### src/rtl/jt89_wr_sched.sv
// rtl/jt89_wr_sched.sv - two-requester write scheduler for the jt89 PSG byte port

// Byte FIFO for one requester; occupancy is registered so full/empty never depend on same-cycle pops
module jt89_wr_fifo #(
    parameter int DEPTH = 4
) (
    input  logic       clk,
    input  logic       rst,
    input  logic [7:0] din,
    input  logic       push,
    input  logic       pop,
    output logic [7:0] head,
    output logic       full,
    output logic       empty
);
    localparam int AW = $clog2(DEPTH);
    localparam int CW = AW + 1;

    logic [7:0]    mem [DEPTH];
    logic [AW-1:0] wptr;
    logic [AW-1:0] rptr;
    logic [CW-1:0] count;

    assign full  = (count == CW'(DEPTH));
    assign empty = (count == '0);
    assign head  = mem[rptr];

    // pointer and occupancy bookkeeping; simultaneous push and pop leaves count unchanged
    always_ff @(posedge clk) begin
        if (rst) begin
            wptr  <= '0;
            rptr  <= '0;
            count <= '0;
        end else begin
            if (push) wptr <= wptr + 1'b1;
            if (pop)  rptr <= rptr + 1'b1;
            case ({push, pop})
                2'b10:   count <= count + 1'b1;
                2'b01:   count <= count - 1'b1;
                default: count <= count;
            endcase
        end
    end

    // storage array needs no reset; only entries behind the pointers are ever read
    always_ff @(posedge clk) begin
        if (push) mem[wptr] <= din;
    end
endmodule

// Arbitrates two byte streams onto the PSG din port with tone-pair atomicity and write spacing
module jt89_wr_sched #(
    parameter int DEPTH = 4,
    parameter int GAP   = 32
) (
    input  logic       clk,
    input  logic       rst,
    input  logic       clken,
    input  logic [7:0] a_din,
    input  logic       a_valid,
    output logic       a_ready,
    input  logic [7:0] b_din,
    input  logic       b_valid,
    output logic       b_ready,
    output logic [7:0] dout,
    output logic       wr_n,
    output logic       busy
);
    localparam int GW = (GAP > 1) ? $clog2(GAP) : 1;
    localparam logic [GW-1:0] GAP_LAST = GW'(GAP - 1);

    typedef enum logic [1:0] {IDLE, ISSUE, HOLD} state_t;

    state_t        state;
    state_t        state_nx;
    logic          lock;
    logic          owner_b;
    logic          last_b;
    logic [GW-1:0] gap_cnt;

    logic          a_full, a_empty, b_full, b_empty;
    logic [7:0]    a_head, b_head;
    logic          grant_a, grant_b;
    logic [7:0]    issue_byte;
    logic          issue_locks;

    assign a_ready = !a_full;
    assign b_ready = !b_full;
    assign busy    = (state != IDLE) || !a_empty || !b_empty;

    jt89_wr_fifo #(.DEPTH(DEPTH)) u_fifo_a (
        .clk   (clk),
        .rst   (rst),
        .din   (a_din),
        .push  (a_valid && a_ready),
        .pop   (grant_a),
        .head  (a_head),
        .full  (a_full),
        .empty (a_empty)
    );

    jt89_wr_fifo #(.DEPTH(DEPTH)) u_fifo_b (
        .clk   (clk),
        .rst   (rst),
        .din   (b_din),
        .push  (b_valid && b_ready),
        .pop   (grant_b),
        .head  (b_head),
        .full  (b_full),
        .empty (b_empty)
    );

    // tone latches (bit7=1, bit4=0, channel 0..2) must be followed by their data byte from the same owner
    assign issue_byte  = grant_b ? b_head : a_head;
    assign issue_locks = issue_byte[7] && !issue_byte[4] && (issue_byte[6:5] != 2'b11);

    // FSM state register
    always_ff @(posedge clk) begin
        if (rst) state <= IDLE;
        else     state <= state_nx;
    end

    // next state and grant decision: lock owner only, else round-robin on ties
    always_comb begin
        state_nx = state;
        grant_a  = 1'b0;
        grant_b  = 1'b0;
        case (state)
            IDLE: begin
                if (lock) begin
                    grant_a = !owner_b && !a_empty;
                    grant_b =  owner_b && !b_empty;
                end else if (!a_empty && !b_empty) begin
                    grant_a =  last_b;
                    grant_b = !last_b;
                end else begin
                    grant_a = !a_empty;
                    grant_b = !b_empty;
                end
                if (grant_a || grant_b) state_nx = ISSUE;
            end
            ISSUE: state_nx = HOLD;
            HOLD: begin
                if (clken && (gap_cnt == GAP_LAST)) state_nx = IDLE;
            end
            default: state_nx = IDLE;
        endcase
    end

    // output byte, one-cycle strobe, lock/round-robin memory and gap counting
    always_ff @(posedge clk) begin
        if (rst) begin
            dout    <= 8'h00;
            wr_n    <= 1'b1;
            lock    <= 1'b0;
            owner_b <= 1'b0;
            last_b  <= 1'b1;
            gap_cnt <= '0;
        end else begin
            wr_n <= 1'b1;
            if (grant_a || grant_b) begin
                dout    <= issue_byte;
                wr_n    <= 1'b0;
                last_b  <= grant_b;
                owner_b <= grant_b;
                lock    <= issue_locks;
            end
            if (state == ISSUE)
                gap_cnt <= '0;
            else if ((state == HOLD) && clken)
                gap_cnt <= gap_cnt + 1'b1;
        end
    end
endmodule

### config.mk
export PLATFORM = sky130hd
export DESIGN_NAME = jt89_wr_sched
export DESIGN_NICKNAME = d
export VERILOG_FILES = /design/src/rtl/jt89_wr_sched.sv
export SDC_FILE = /design/constraint.sdc
export NUM_CORES = 1
export LEC_CHECK = 0
export BUFFER_PORTS_ARGS = -buffer_cell sky130_fd_sc_hd__buf_2
export CAP_MARGIN = 20
export CORE_ASPECT_RATIO = 1.25
export CORE_MARGIN = 5
export CORE_UTILIZATION = 45
export CTS_CLUSTER_DIAMETER = 80
export DETAILED_ROUTE_END_ITERATION = 10
export PLACE_DENSITY = 0.71
export SYNTH_ARGS = -nofsm -noshare
export SYNTH_HDL_FRONTEND = slang
export SYNTH_HIERARCHICAL = 1
export SYNTH_SLANG_ARGS = --single-unit
export TNS_END_PERCENT = 100
### constraint.sdc
create_clock -name clk -period 2.7 [get_ports clk]
set_input_delay 0.54 -clock clk [delete_from_list [all_inputs] [get_ports clk]]
set_output_delay 0.54 -clock clk [all_outputs]
set_load 0.03 [all_outputs]
* After elaboration in Yosys (flattened, before gate mapping)
Memories as Yosys holds them, arrays and structs flattened. A register that Yosys moved wholly into a read port is not among the register bits. Cells that the tools add are included.
Cells by class: mux-type cells 23, reductions and logical operators 28, add/subtract/negate cells 9, equal/unequal tests 12
Operator list (count):
- two-way mux 1 bit | 13
- two-way mux 2 bit | 6
- one-hot mux 3 bit (2 select lines) | 2
- logical AND 1 bit | 9
- adder 2 x 1 -> 2 bit, second input constant | 4
- two-way mux 8 bit | 1
- logical NOT 1 bit | 7
- adder 3 x 1 -> 3 bit, second input constant | 2
- equality test 2 x 1 -> 1 bit, second input constant | 3
- equality test 2 bit, second input constant | 3
- equality test 3 bit, second input constant | 2
- logical NOT 3 bit | 2
- inequality test 2 bit, second input constant | 3
- one-hot mux 2 bit (3 select lines) | 1
- nonzero test 2 bit | 3
- subtractor 3 x 1 -> 3 bit, second input constant | 2
- adder 5 x 1 -> 5 bit, second input constant | 1
- equality test 5 bit, second input constant | 1
- logical OR 1 bit | 4
- logical NOT 2 bit | 1
- AND reduction 2 bit | 1
- OR reduction 2 bit | 1
Storage, ports and cells: logic and storage cells 87, input bits 21, RAM bits 64, output and inout port bits 12, memories kept 2, register bits after elaboration 33
Memory list:
- u_fifo_a.mem | words 4, bits a word 8, rd ports 1, clocked after memory_dff 1, wr ports 1, RTL line 19 | logic [7:0] mem [DEPTH];
- u_fifo_b.mem | words 4, bits a word 8, rd ports 1, clocked after memory_dff 1, wr ports 1, RTL line 19

* Depth between registers and ports, before layout
depth after elaboration 11, mapped depth 10, mapped depth without buffers 10

* Hierarchy
Netlist, hierarchy kept.
Modules (own cells, without submodules):
- jt89_wr_fifo | cells an instance 89, area each 1591.5 um^2, seq. area each 1141.1 um^2, instances 2
- jt89_wr_sched | cells an instance 123, area each 1003.5 um^2, seq. area each 380.4 um^2, instances 1

* Least setup slack after synthesis
Ideal clock, no wire load.
kind reg2reg, start point reg u_fifo_a.count[1], end point reg u_fifo_b.count[2], slack 0.255 ns, library setup time 0.070 ns, required time 2.630 ns, buffers on the path 0, arrival 2.375 ns, period minus slack after synthesis 2.445 ns, cell stages (with the launch flop) 11, path through dfxtp_1 -> nor3_1 -> or3b_1 -> nand4b_1 -> inv_1 -> ha_1 -> inv_1 -> fa_1 -> xor2_1 -> or3_1 -> a21oi_1
Between the ends: word-level cells in the longest chain between the ends 9, elaborated cells between the ends (all ways) 11, those cells by class eq/ne: 2; mux: 5; reduce/logical: 4
Ends and longest elaborated chain:
- start: declaration | RTL line 22 | logic [CW-1:0] count;
- start signal: assignment | RTL line 38 | 2'b10: count <= count + 1'b1;
- start signal: assignment | RTL line 39 | 2'b01: count <= count - 1'b1;
- start signal: assignment | RTL line 40 | default: count <= count;
- logical NOT 3 bit (*) | RTL line 25 | assign empty = (count == '0);
- named net a_empty | RTL line 81 | logic a_full, a_empty, b_full, b_empty;
- logical NOT 1 bit (*) | RTL line 133 | end else if (!a_empty && !b_empty) begin
- logical AND 1 bit (*) | RTL line 133
- two-way mux 1 bit (*) | RTL line 133
- two-way mux 1 bit (*) | RTL line 130 | if (lock) begin
- two-way mux 1 bit (*) (2 in a row) | RTL line 128 | case (state)
- named net grant_b | RTL line 83 | logic grant_a, grant_b;
- equality test 2 x 1 -> 1 bit / equality test 2 bit (equally long branches) | RTL line 37 | case ({push, pop})
- one-hot mux 3 bit (2 select lines) / nonzero test 2 bit (equally long branches)
- end signal: assignment | RTL line 38
- end signal: assignment | RTL line 39
- end signal: assignment | RTL line 40
- end: declaration | RTL line 22
The timed path passes the listed nets; every way through them passes the cells marked *. The select of a mux whose other input is x is not followed. A chain may end at the register's enable or synchronous reset.

* Worst setup path after layout
start point reg u_fifo_a.count[2], end point reg u_fifo_a.count[2]
Between the ends: word-level cells in the longest chain between the ends 9, elaborated cells between the ends (all ways) 17, those cells by class add/sub: 2; eq/ne: 3; mux: 5; reduce/logical: 7
Ends and longest elaborated chain (RTL line):
- logical NOT 3 bit (*) | 25
- named net a_empty | 81
- logical NOT 1 bit (*) | 131, 133, 137
- logical AND 1 bit | 133
- two-way mux 1 bit | 133
- two-way mux 1 bit (*) | 130
- two-way mux 1 bit (*) (2 in a row) | 128
- named net grant_a | 83
- equality test 2 x 1 -> 1 bit / equality test 2 bit (equally long branches) | 37
- one-hot mux 3 bit (2 select lines) / nonzero test 2 bit (equally long branches)
Marked as above.

==> run summary <==
routed vias: 2395
max-cap violation count: 0
largest net degree at the start of global routing: 37
Syn Area/Cell: 13.9 um^2
layout cells sized above 1: 21.2%
Slew HR: 56.5%
routability cong.: 0.715
critical path capture point type: flop
count leader, synth: edfxtp_1
hold buffers post-CTS: 0
Fin Setup TNS: 0 ns
die height: 118 um
Synth Net Count: 336
clk sinks: 101
Rows: 39
WP data arrival: 2.67 ns
asr flop ratio synth: 0%
I/O pin cnt: 33
multi-input logic area: 1360 um^2
Logic pwr share: 30.8%
Yosys reg bits: 101
Synth Flop Type: edfxtp_1
Clock Power Share: 27.8%
post-CTS setup buffers: 0
vias in the first global route: 2491
# fillers: 751
clock input transition at the sequential cells of the worst setup and hold paths: 0.06 ns
drt first-iter violations: 116
DRC: 0
H-tree Lvls: 3
simple-gate portion of the synthesized area: 10.0%
initial antenna violation count: 0
share of the yosys chip area belonging to registers: 63.6%
leakage: 1.73 nW
Pins Over Slew Limit: 0
Post-Synth XOR/XNOR Area: 2.09%
startpoint types: flop
Clock Path Buffers: 2
min-delay worst type: input pin to flop
Sw Ratio: 32.4%
core area: 9130 um^2
largest family of logic cells by synthesized area: simple AND/OR/NAND/NOR gates
CTS root buf: clkbuf_16
hold path depth: 1
Post-Synthesis Cells: 301
adder-cell share of the synthesized area: 4.54%
number of synthesized flops with an enable pin: 64
PwrDens: 1070 nW/um^2
Synth Warn #: 6
post-DR vias/cell: 5.17
clk_lat worst skew: 0.34 ns
Die Area: 11300 um^2
top-area cell type share of the netlist area: 45.9%
endpoints failing setup: 0
post-synth top area cell: edfxtp_1
Post-DP Area: 4450 um^2
post-route cell area: 4790 um^2
total wire length: 7380 um
internal power consumption: 0.00348 W
Avg WL per Cell: 15.9 um
Worst R2R Path Depth: 11
top post-synthesis cells by area: edfxtp_1, dfxtp_1, mux4_2
clock skew: 0.00552 ns
total gr overflow: 0
hpwl dp: 5180 um
Area growth syn-to-layout: 14.5%
status: complete, no violations
min Tclk post-route: 2.41 ns
RSZ-0062 raised after global routing: false
drt first pass iters: 4
final net count: 370
die width: 96.3 um
CTS Buf Count: 9
GRT Util Overall: 14.3%
final worst-path cycle share: 89.3%
n_diodes: 0
post-synthesis compound-gate area fraction: 6.01%
FF/Latch Area: 2660 um^2
worst vdd ir: 434 uV
post-synthesis mux area share: 9.80%
worst slew pin tran: 0.653 ns
synth cell count leaders: edfxtp_1, dfxtp_1, nor2_1
Critical Path RT: 2.96 ns
CP max FO: 11
register share of total power: 41.4%
first-pass GRT wire length: 12200 um
Hold Fails Final Rpt: 0
TritonCTS clock tree: done
port bufs: 32
Synth cell types: 44
PostCTS Resize Cnt: 0
Max Clk Rate: 0.415 GHz
sw power: 0.00167 W
Routed Antenna Nets: 0
Crit Path Class: flop to flop
WHS: 0.414 ns
synthesized cell area: 4190 um^2
Initial Util: 45.9%
## state kept, by name, summed over array words and instances (netlist names), named ones only
| register | count |
|---|---|
| u_fifo_a/mem | 32 |
| u_fifo_b/mem | 32 |
| dout | 8 |
| gap_cnt | 5 |
| u_fifo_a/count | 3 |
| u_fifo_b/count | 3 |
| state | 2 |
| u_fifo_a/rptr | 2 |
| u_fifo_a/wptr | 2 |
| u_fifo_b/rptr | 2 |
| u_fifo_b/wptr | 2 |
| last_b | 1 |
| lock | 1 |
| owner_b | 1 |
| wr_n | 1 |
## power groups by stage
stage	Sequential (W)	Clock, W	Combinational (W)
after CTS	0.00214	0.00146	0.00161
final	0.00213	0.00143	0.00159
after floorplan	0.00215	0	0.00121
after global routing	0.00217	0.00153	0.00177
after global placement	0.00215	0	0.00154
after detailed placement	0.00217	0	0.00159
## layout make-up
cell class / count / share of cell area [%]
sequential: 101 / 55.5
multi-input combinational: 166 / 28.3
clock buffer: 10 / 4.78
timing repair buffer: 37 / 4.12
tap: 123 / 3.21
clock inverter: 6 / 2.32
inverter: 20 / 1.67
## critical path, cell delays in order (launching register included)
cell and delay (ns):
dfxtp_1 0.38, nor3_1 0.08, buf_4 0.15, a2111oi_4 0.22, o31ai_2 0.16, clkinv_4 0.12
ha_1 0.18, inv_1 0.06, fa_1 0.37, xor2_1 0.16, or3_1 0.31, a21oi_1 0.15
## logic make-up after synthesis
group | Yosys count
flip-flops | 101
buffers and inverters | 34
adder cells (fa/ha/maj) | 14
XOR/XNOR | 10
multiplexers | 21
AND/OR/NAND/NOR | 86
AO/OA/AOI/OAI | 35
## per-layer routing
metal / GRT usage, % / up-vias / wire length (um) / share of wire, %
met1: 17.5 / 1190 / 3000 / 41
met3: 3.84 / 8 / 328 / 4.4
met5: 0 / - / 0 / 0
met2: 23.8 / 38 / 3930 / 53
li1: - / 1159 / - / -
met4: 5.34 / 0 / 126 / 1.7
## worst paths after layout
check                    start            endpoint  slack, ns
min                   b_din[5]  u_fifo_b/mem[0][5]       0.41
max reg2reg  u_fifo_a/count[2]   u_fifo_a/count[2]       0.29
max          u_fifo_a/count[2]   u_fifo_a/count[2]       0.29
min reg2reg            dout[2]             dout[2]       0.50
## cells in the final DEF (no fill, tap or decap), drive strengths merged, types with 2 or more instances in the layout
master,instances
a21oi,15
a311oi,8
and2,8
and3,3
buf,37
bufinv,3
clkbuf,10
clkinv,3
dfxtp,37
edfxtp,64
fa,2
ha,12
inv,19
mux2i,5
mux4,16
nand2,20
nand2b,4
nand3,4
nand3b,2
nand4b,2
nor2,30
nor2b,3
nor3,2
o21ai,5
or3,3
xnor2,4
xor2,6
## metrics by stage
step / instances / worst slack [ns] / power [W] / util [%]
after global routing: 463 / 0.105 / 0.00546 / 52.5
final: 463 / 0.288 / 0.00515 / 52.5
after global placement: 447 / 0.419 / 0.00369 / 48.8
after CTS: 463 / 0.279 / 0.00520 / 52.5
after floorplan: 301 / 0.255 / 0.00336 / -
after detailed placement: 447 / 0.295 / 0.00376 / 48.8
No activity file was read; power rests on OpenSTA's default activity.
